`src/rtl/sevenseg_pkg.sv`:
```
// Shared glyph table and nibble-to-segment encoding for the seven-segment scanner.
// Segment order is {g,f,e,d,c,b,a}, active-low.
package sevenseg_pkg;

  localparam logic [6:0] SEG_BLANK = 7'h7F;
  localparam logic [6:0] SEG_0 = 7'b1000000;
  localparam logic [6:0] SEG_1 = 7'b1111001;
  localparam logic [6:0] SEG_2 = 7'b0100100;
  localparam logic [6:0] SEG_3 = 7'b0110000;
  localparam logic [6:0] SEG_4 = 7'b0011001;
  localparam logic [6:0] SEG_5 = 7'b0010010;
  localparam logic [6:0] SEG_6 = 7'b0000010;
  localparam logic [6:0] SEG_7 = 7'b1111000;
  localparam logic [6:0] SEG_8 = 7'b0000000;
  localparam logic [6:0] SEG_9 = 7'b0010000;
  localparam logic [6:0] SEG_A = 7'b0001000;
  localparam logic [6:0] SEG_B = 7'b0000011;
  localparam logic [6:0] SEG_C = 7'b1000110;
  localparam logic [6:0] SEG_D = 7'b0100001;
  localparam logic [6:0] SEG_E = 7'b0000110;
  localparam logic [6:0] SEG_F = 7'b0001110;

  // Values 10..15 only render as letters when hex_mode is set.
  function automatic logic [6:0] encode(input logic [3:0] nibble, input logic hex_mode);
    logic [6:0] g;
    g = SEG_BLANK;
    case (nibble)
      4'd0:  g = SEG_0;
      4'd1:  g = SEG_1;
      4'd2:  g = SEG_2;
      4'd3:  g = SEG_3;
      4'd4:  g = SEG_4;
      4'd5:  g = SEG_5;
      4'd6:  g = SEG_6;
      4'd7:  g = SEG_7;
      4'd8:  g = SEG_8;
      4'd9:  g = SEG_9;
      4'd10: g = hex_mode ? SEG_A : SEG_BLANK;
      4'd11: g = hex_mode ? SEG_B : SEG_BLANK;
      4'd12: g = hex_mode ? SEG_C : SEG_BLANK;
      4'd13: g = hex_mode ? SEG_D : SEG_BLANK;
      4'd14: g = hex_mode ? SEG_E : SEG_BLANK;
      4'd15: g = hex_mode ? SEG_F : SEG_BLANK;
      default: g = SEG_BLANK;
    endcase
    return g;
  endfunction

endpackage

```
`src/rtl/sevenseg_encoder.sv`:
```
// Combinational glyph encoder for the currently scanned digit, with a forced-blank override.
module sevenseg_encoder
  import sevenseg_pkg::*;
(
  input  logic [3:0] nibble,
  input  logic       hex_mode,
  input  logic       blank,
  output logic [6:0] seg
);

  always_comb begin
    seg = blank ? SEG_BLANK : encode(nibble, hex_mode);
  end

endmodule

```
`src/rtl/sevenseg_scanner.sv`:
```
// Time-multiplexed N-digit seven-segment driver: prescaled scan, frame-synchronous latching,
// leading-zero blanking, blink and PWM brightness, all outputs registered.
module sevenseg_scanner
  import sevenseg_pkg::*;
#(
  parameter int NUM_DIGITS   = 4,
  parameter int SCAN_DIV     = 25000,
  parameter int BLINK_FRAMES = 250
) (
  input  logic                    clk,
  input  logic                    rst,
  input  logic                    load,
  input  logic [4*NUM_DIGITS-1:0] digits_in,
  input  logic [NUM_DIGITS-1:0]   dp_in,
  input  logic [NUM_DIGITS-1:0]   blink_mask,
  input  logic                    blank_lz,
  input  logic                    hex_mode,
  input  logic [2:0]              brightness,
  output logic [NUM_DIGITS-1:0]   an,
  output logic [6:0]              seg,
  output logic                    dp,
  output logic                    frame_tick
);

  localparam int PW = (SCAN_DIV > 1) ? $clog2(SCAN_DIV) : 1;
  localparam int IW = (NUM_DIGITS > 1) ? $clog2(NUM_DIGITS) : 1;
  localparam int FW = (BLINK_FRAMES > 1) ? $clog2(BLINK_FRAMES) : 1;

  logic [PW-1:0] pcnt;
  logic [IW-1:0] idx;
  logic [FW-1:0] fcnt;
  logic          blink_phase;
  logic          wrap_q;
  logic          slot_end;
  logic          frame_wrap;

  logic [4*NUM_DIGITS-1:0] pd_digits, sh_digits;
  logic [NUM_DIGITS-1:0]   pd_dp, sh_dp;
  logic [NUM_DIGITS-1:0]   pd_blink, sh_blink;
  logic                    pd_blz, sh_blz;
  logic                    pd_hex, sh_hex;
  logic [2:0]              pd_bright, sh_bright;

  assign slot_end   = (pcnt == PW'(SCAN_DIV - 1));
  assign frame_wrap = slot_end && (idx == IW'(NUM_DIGITS - 1));

  // load is a strobe with no back-pressure: it is accepted on any cycle rst is low, and
  // a load on the frame-wrap cycle bypasses pending straight into shadow.
  always_ff @(posedge clk) begin
    if (rst) begin
      pcnt        <= '0;
      idx         <= '0;
      fcnt        <= '0;
      blink_phase <= 1'b0;
      wrap_q      <= 1'b0;
      pd_digits   <= '0;
      pd_dp       <= '0;
      pd_blink    <= '0;
      pd_blz      <= 1'b0;
      pd_hex      <= 1'b0;
      pd_bright   <= '0;
      sh_digits   <= '0;
      sh_dp       <= '0;
      sh_blink    <= '0;
      sh_blz      <= 1'b0;
      sh_hex      <= 1'b0;
      sh_bright   <= '0;
    end else begin
      pcnt   <= slot_end ? '0 : pcnt + 1'b1;
      wrap_q <= frame_wrap;
      if (slot_end) begin
        idx <= frame_wrap ? '0 : idx + 1'b1;
      end
      if (frame_wrap) begin
        if (fcnt == FW'(BLINK_FRAMES - 1)) begin
          fcnt        <= '0;
          blink_phase <= ~blink_phase;
        end else begin
          fcnt <= fcnt + 1'b1;
        end
      end
      if (load) begin
        pd_digits <= digits_in;
        pd_dp     <= dp_in;
        pd_blink  <= blink_mask;
        pd_blz    <= blank_lz;
        pd_hex    <= hex_mode;
        pd_bright <= brightness;
      end
      if (frame_wrap) begin
        sh_digits <= load ? digits_in  : pd_digits;
        sh_dp     <= load ? dp_in      : pd_dp;
        sh_blink  <= load ? blink_mask : pd_blink;
        sh_blz    <= load ? blank_lz   : pd_blz;
        sh_hex    <= load ? hex_mode   : pd_hex;
        sh_bright <= load ? brightness : pd_bright;
      end
    end
  end

  // lz_vec[k] is set when digit k and every digit above it hold zero; digit 0 is never blanked.
  logic [NUM_DIGITS-1:0] lz_vec;
  logic                  zero_run;

  always_comb begin
    lz_vec   = '0;
    zero_run = 1'b1;
    for (int k = NUM_DIGITS - 1; k >= 1; k--) begin
      zero_run  = zero_run && (sh_digits[4*k +: 4] == 4'd0);
      lz_vec[k] = zero_run;
    end
  end

  logic [3:0]            cur_nibble;
  logic                  lz_blank;
  logic                  blink_off;
  logic [31:0]           thr;
  logic                  pwm_on;
  logic [NUM_DIGITS-1:0] an_next;
  logic [6:0]            seg_next;
  logic                  dp_next;

  always_comb begin
    cur_nibble = sh_digits[32'(idx) * 4 +: 4];
    lz_blank   = sh_blz && lz_vec[idx];
    blink_off  = blink_phase && sh_blink[idx];
    thr        = ((32'(sh_bright) + 32'd1) * 32'(SCAN_DIV)) >> 3;
    pwm_on     = (32'(pcnt) < thr);
    an_next    = pwm_on ? ~(NUM_DIGITS'(1) << idx) : '1;
    dp_next    = ~(sh_dp[idx] && !blink_off);
  end

  sevenseg_encoder u_encoder (
    .nibble   (cur_nibble),
    .hex_mode (sh_hex),
    .blank    (lz_blank || blink_off),
    .seg      (seg_next)
  );

  always_ff @(posedge clk) begin
    if (rst) begin
      an         <= '1;
      seg        <= SEG_BLANK;
      dp         <= 1'b1;
      frame_tick <= 1'b0;
    end else begin
      an         <= an_next;
      seg        <= seg_next;
      dp         <= dp_next;
      frame_tick <= wrap_q;
    end
  end

endmodule
```
`config.mk`:
```
export PLATFORM = sky130hd
export DESIGN_NAME = sevenseg_scanner
export DESIGN_NICKNAME = d
export VERILOG_FILES = /design/src/rtl/sevenseg_pkg.sv /design/src/rtl/sevenseg_encoder.sv /design/src/rtl/sevenseg_scanner.sv
export SDC_FILE = /design/constraint.sdc
export NUM_CORES = 1
export LEC_CHECK = 0
export ABC_AREA = 1
export ABC_CLOCK_PERIOD_IN_PS = 4100
export BUFFER_PORTS_ARGS = -buffer_cell sky130_fd_sc_hd__clkbuf_2
export CAP_MARGIN = 20
export CORE_ASPECT_RATIO = 1.75
export CORE_MARGIN = 2
export CORE_UTILIZATION = 55
export CTS_CLUSTER_DIAMETER = 40
export CTS_CLUSTER_SIZE = 10
export DETAILED_ROUTE_END_ITERATION = 8
export PLACE_DENSITY = 0.74
export SLEW_MARGIN = 30
export SYNTH_ARGS = -nofsm -noshare
export SYNTH_HDL_FRONTEND = slang
export SYNTH_SLANG_ARGS = --single-unit
export TNS_END_PERCENT = 10
```
`constraint.sdc`:
```
create_clock -name clk -period 4.1 [get_ports clk]
set_input_delay 0.205 -clock clk [delete_from_list [all_inputs] [get_ports clk]]
set_output_delay 0.205 -clock clk [all_outputs]
set_load 0.01 [all_outputs]
```
==> results of run 1 <==
power breakdown:
group	leakage (uW)	total (uW)	switching (uW)	internal, uW
logic	0.00179	104	65.2	38.7
registers	0.000800	986	8.20	977
clock network	0.000161	954	355	599
total	0.00275	2040	428	1620
cell type report:
class                           instances  area, um2
Timing Repair Buffer                   46        235
Clock buffer                           12        236
Multi-Input combinational cell        485       2710
Clock inverter                          4       98.8
Sequential cell                        98       1960
Tap cell                              122        153
Fill cell                             889       3540
Inverter                              128        480
cell usage after synthesis (2+ instances only):
master / n
a21oi_1: 59
a21oi_2: 2
buf_2: 3
buf_6: 5
clkbuf_1: 14
dfxtp_1: 98
ha_1: 36
inv_1: 116
inv_2: 12
nand2_1: 133
nand2_2: 4
nand3_1: 33
nand3_2: 3
nand3b_1: 2
nand4_1: 19
nor2_1: 63
nor2_2: 6
nor3_1: 9
nor3b_1: 3
nor4_1: 3
nor4_2: 2
o21a_1: 2
o21ai_0: 57
o21ai_1: 10
o21ai_2: 2
o21bai_1: 2
o41ai_1: 2
or2_0: 5
or2_2: 2
xor2_1: 13
stage by stage:
stage	worst slack (ns)	instance area, um2	total power, uW	cells	hold WS (ns)
floorplan	0.767	5280	1080	734	0.309
global placement	0.485	5540	1110	879	0.406
detailed placement	0.415	5540	1110	879	0.419
CTS	0.406	5870	2060	895	0.187
global route	0.159	5870	2120	895	0.224
finish	0.390	5870	2040	895	0.186
layer usage:
metal	track usage [%]	up-vias	routed length (um)
li1	-	2426	-
met1	25.9	2121	4610
met2	45.3	100	6390
met3	3.52	26	367
met4	10.6	0	345
met5	0	-	0
worst min-delay path by stage:
stage / endpoint / slack, ns / start / cells after the start
2_1_floorplan: fcnt[1] / 0.31 / rst / 1
3_3_place_gp: frame_tick / 0.41 / wrap_q / 2
3_5_place_dp: frame_tick / 0.42 / wrap_q / 2
4_1_cts: pd_digits[15] / 0.19 / digits_in[15] / 5
5_1_grt: pd_digits[8] / 0.22 / digits_in[8] / 5
6_report: pd_digits[15] / 0.19 / digits_in[15] / 5
cell families after synthesis:
| kind of cell | count (synthesis) | synth area share (%) |
|---|---|---|
| compound gates | 141 | 14.2 |
| flops | 98 | 37.2 |
| fa+ha+maj | 36 | 8.54 |
| simple gates | 292 | 25.6 |
| buf+inv | 151 | 11.5 |
| xor+xnor | 16 | 2.94 |
flip-flops by register name (all words and copies together) (netlist names), 2 cells and up:
register	count
pcnt	15
sh_bright	3
fcnt	8
seg	7
pd_dp	4
sh_blink	4
pd_blink	4
idx	2
sh_digits	16
an	4
pd_bright	3
pd_digits	16
sh_dp	4
worst max-delay path, stage by stage, from the launching register on:
cell and delay [ns]:
dfxtp_1 0.43, inv_1 0.19, ha_1 0.39, ha_1 0.32, ha_1 0.29, ha_1 0.35
a21oi_1 0.08, o21ai_0 0.27, a21oi_1 0.11, o21ai_0 0.20, xor2_1 0.18, ha_1 0.26
a21oi_1 0.12, o21ai_0 0.09, nand4_1 0.17, nand4_1 0.13
placed cells by master (no fill, tap or decap), drive strengths merged, types with 7 or more instances in the layout:
master	instances
nand2	138
inv	129
dfxtp	98
nor2	70
o21ai	69
a21oi	61
clkbuf	56
nand3	37
ha	36
nand4	20
xor2	14
nor3	10
or2	7
==> results by group, run 1 <==
Outcome
  • Outcome: finished, final reports clean

Pwr
  • Peak VDD IR: 366 uV
  • Static Leak: 0.00275 uW
  • Pwr/cell area: 348 nW/um2

Detailed routing
  • Via/cell ratio: 5.22
  • Post-DR wirelength/cell: 13.1 um
  • Final WL: 11.7 mm
  • Vias: 4673
  • Antenna Nets Post-Route: 0
  • Drt pass-1 iters: 5
  • DRC: 0
  • Drt first-iter violations: 167

Die
  • Rows: 47
  • Die height: 134 um
  • Die area: 10400 um2
  • Initial Util: 56.1%
  • CORE AREA: 9410 um2
  • Die Width: 78.0 um
  • I/O pin count: 45

Placement
  • PortBufs: 44
  • HPWL after DPL: 8.96 mm
  • Final Wtd Congestion: 0.886

Hold path
  • Worst min-delay path class: in -> reg

STA
  • RSZ-0062 raised after global routing: no
  • Clock period minus worst slack: 3.71 ns
  • Final worst path period share: 90.5%
  • Slew Limit Fails: 0
  • Relative slew slack: 42.2%
  • Hold Vio Cnt, Final: 0
  • # setup viols final: 0
  • Total Neg Setup Slack: 0 ns
  • Peak Freq: 0.270 GHz
  • Worst Skew: 0.00866 ns
  • Worst slew pin tran: 0.868 ns

Synthesis
  • Post-Synthesis Cells: 734
  • Yosys top cell area share: 37.2%
  • Seq/Total Area, Yosys: 37.2%
  • Leading area contributor after synthesis: dfxtp_1
  • Most used flip-flop cell after synthesis: dfxtp_1
  • Mapped Avg Cell Area: 7.19 um2
  • Yosys warns: 0
  • Synth area leaders: dfxtp_1, nand2_1, ha_1
  • Cell variety after synth: 44
  • Mapped Nets: 802
  • Number of synthesized flops with an enable pin: 0
  • Seq cells post-synth: 98
  • Synth Cell Area: 5280 um2
  • Asr flop ratio synth: 0%

Critical path
  • Reg2reg setup slack: 0.39 ns
  • Worst Reg-to-Reg Cells: 15
  • Crit. Startpoint: sh_bright[0]
  • FF-to-FF Start: sh_bright[0]
  • Crit path to: an[0]
  • R2r endpoint: an[0]
  • CP max FO: 7
  • Critical path type: reg -> reg
  • Arrival @ worst endpoint: 3.91 ns
  • Critical Path RT: 4.31 ns
  • Capturing element type of the critical path: flip-flop
  • CP startpoint kind: flip-flop

Clocking
  • Sink Count: 98
  • Reg clk slew, reported paths: 0.07 ns
  • H-tree depth: 3
  • Worst-Skew Late Latency: 0.34 ns
  • Clock Tree Root: clkbuf_16
  • CTS Buf Count: 9
  • Clock Tree Buf Depth: 2
  • Hold Buf Count CTS: 0
  • Post-CTS sizing: 0
  • CTS tree: yes
  • Postcts setup bufs: 0

Layout
  • Layout cells sized above 1: 12.8%
  • Ant. Diodes: 0
  • Final nets: 836
  • Layout Utilization: 62.4%
  • P&R area growth vs syn: 11.3%

GRT
  • GRT Overall Usage: 24.0%
  • Largest net degree at the start of global routing: 59
  • GR Overflow Total: 0
  • Vias in the first global route: 4532
  • First-pass GRT wire length: 20.1 mm
  • Antenna violations before repair: 0

Flow run
  • Max Cap Viol: 0
No activity file was read; power rests on OpenSTA's default activity.
==> inputs of run 2 (changes only) <==
--- a/config.mk
+++ b/config.mk
@@ -6,7 +6,7 @@
 export NUM_CORES = 1
 export LEC_CHECK = 0
 export ABC_AREA = 1
-export ABC_CLOCK_PERIOD_IN_PS = 4100
+export ABC_CLOCK_PERIOD_IN_PS = 4200
 export BUFFER_PORTS_ARGS = -buffer_cell sky130_fd_sc_hd__clkbuf_2
 export CAP_MARGIN = 20
 export CORE_ASPECT_RATIO = 1.75
==> constraint.sdc (replaced) <==
create_clock -name clk -period 4.2 [get_ports clk]
set_input_delay 0.21 -clock clk [delete_from_list [all_inputs] [get_ports clk]]
set_output_delay 0.21 -clock clk [all_outputs]
set_load 0.01 [all_outputs]
==> run 2 against run 1 <==
Effect of this change: first-iteration DRC count grew 40%; power shrank 7.0%; clock skew shrank 0.0017 ns; hold slack gained 0.00099 ns; largest cell class unchanged; largest power group unchanged; highest routed layer unchanged.
==> results by group, run 2 (synthesized netlist as in run 1, its figures left out) <==
Die
  • Die Width: 78.0 um
  • CORE AREA: 9410 um2
  • I/O pin count: 45
  • Die area: 10400 um2
  • Rows: 47
  • Die height: 134 um
  • Initial Util: 56.1%

Clocking
  • Hold Buf Count CTS: 0
  • CTS tree: yes
  • H-tree depth: 3
  • Worst-Skew Late Latency: 0.35 ns
  • Sink Count: 98
  • Clock Tree Buf Depth: 2
  • Postcts setup bufs: 0
  • Reg clk slew, reported paths: 0.07 ns
  • Clock Tree Root: clkbuf_16
  • CTS Buf Count: 9
  • Post-CTS sizing: 0

Critical path
  • Critical path's top delay family: adder cells
  • R2r endpoint: an[0]
  • CP max FO: 7
  • FF-to-FF Start: sh_bright[0]
  • CP Depth: 15
  • CP Cell Sequence: inv_1, ha_1, ha_1, ha_1, ha_1, a21oi_1, o21ai_0, a21oi_1, o21ai_0, xor2_1, ha_1, a21oi_1, o21ai_0, nand4_1, nand4_1
  • Critical path type: reg -> reg
  • Capturing element type of the critical path: flip-flop
  • Critical Path RT: 4.42 ns
  • CP startpoint kind: flip-flop
  • Slowest CP cell: dfxtp_1
  • Critical path's most frequent cell: ha_1
  • Reg2reg setup slack: 0.47 ns
  • Worst Reg-to-Reg Cells: 15
  • Critical Path Max Stage Delay: 0.43 ns
  • Worst path bufs/invs: 1
  • Arrival @ worst endpoint: 3.94 ns

Detailed routing
  • Via/cell ratio: 5.27
  • Post-DR wirelength/cell: 13.3 um
  • Antenna Nets Post-Route: 0
  • Drt first-iter violations: 233
  • Final WL: 11.9 mm
  • DRC: 0
  • Vias: 4710
  • Drt pass-1 iters: 5

STA
  • WHS: 0.187 ns
  • Relative slew slack: 47.0%
  • Total Neg Setup Slack: 0 ns
  • Slew Limit Fails: 0
  • Hold Vio Cnt, Final: 0
  • Clock period minus worst slack: 3.73 ns
  • Worst Skew: 0.00699 ns
  • Setup WS post-layout: 0.473 ns
  • Peak Freq: 0.268 GHz
  • Final worst path period share: 88.7%
  • # setup viols final: 0
  • RSZ-0062 raised after global routing: no
  • Worst slew pin tran: 0.795 ns

Layout
  • Largest regs: pd_digits: 16 flops, sh_digits: 16 flops, pcnt: 15 flops
  • Final instance area: 5830 um2
  • P&R area growth vs syn: 10.5%
  • Final nets: 835
  • Layout cells sized above 1: 13.1%
  • Commonest non-fill, non-tap cell in the layout: nand2_1
  • Fillers: 850
  • Most frequent cells in the layout: nand2_1, inv_1, dfxtp_1
  • Post-Layout Cell Count: 894
  • Ant. Diodes: 0

Placement
  • Final Wtd Congestion: 0.898
  • DP Area: 5530 um2
  • HPWL after DPL: 8.97 mm
  • Placed cell count: 878
  • PortBufs: 44
  • Worst slack at placement: 0.502 ns

Hold path
  • Worst min-delay path class: in -> reg
  • Hold Path Depth: 5
  • Hold endpoint: pd_digits[15]
  • Worst Hold Launch: digits_in[15]

Flow run
  • Max Cap Viol: 0

GRT
  • GR Overflow Total: 0
  • GRT Overall Usage: 24.3%
  • Vias in the first global route: 4588
  • First-pass GRT wire length: 20.4 mm
  • Largest net degree at the start of global routing: 59
  • Antenna violations before repair: 0

Pwr
  • Static Leak: 0.00272 uW
  • Pwr/cell area: 326 nW/um2
  • Peak VDD IR: 254 uV

Outcome
  • Outcome: finished, final reports clean
## run 2: changes by cell type in the layout (fill, tap and decap cells not counted), sizes merged
cell      before  now
inv          129  130
clkinv         0    1
clkinvlp       0    3
bufinv         3    1
clkbuf        56   52
## run 2: cell type report
class                      instances  area [um2]  area share [%]
sequential                        98        1960            33.6
tap                              122         153            2.62
timing repair buffer              45         228            3.90
clock buffer                       9         225            3.86
clock inverter                     7        77.6            1.33
multi-input combinational        485        2710            46.4
inverter                         128         480            8.24
## run 2: worst max-delay path by stage
stage | startpoint | slack [ns] | end
finish | sh_bright[0] | 0.47 | an[0]
CTS | sh_bright[0] | 0.46 | an[0]
floorplan | sh_bright[0] | 0.87 | an[0]
global route | sh_bright[0] | 0.21 | an[2]
global placement | sh_bright[0] | 0.58 | an[3]
detailed placement | sh_bright[0] | 0.50 | an[0]
## run 2: through the flow
step	power [uW]	utilization [%]
after floorplan	1050	-
after global placement	1080	58.8
after detailed placement	1090	58.8
after CTS	1920	62.0
after global routing	1970	62.0
final	1900	62.0
## run 2: power breakdown
part	internal [uW]	leakage [uW]	switching [uW]	total, uW
clock	467	0.000140	370	837
combinational	37.2	0.00178	63.9	101
sequential	954	0.000800	8.70	963
total	1460	0.00272	443	1900
## run 2: layer usage
metal	vias up	share of wire (%)	track usage (%)
met1	2159	39	26.3
met5	-	0	0
met3	24	2.9	3.18
met2	106	55	45.8
met4	0	2.6	11.1
li1	2421	-	-
## run 2: worst min-delay path: cells and delay by family
family                 cells  cell delay (ns)
buffers and inverters      2             0.12
and+or+nand+nor            2             0.09
AOI/OAI and AO/OA          1             0.08
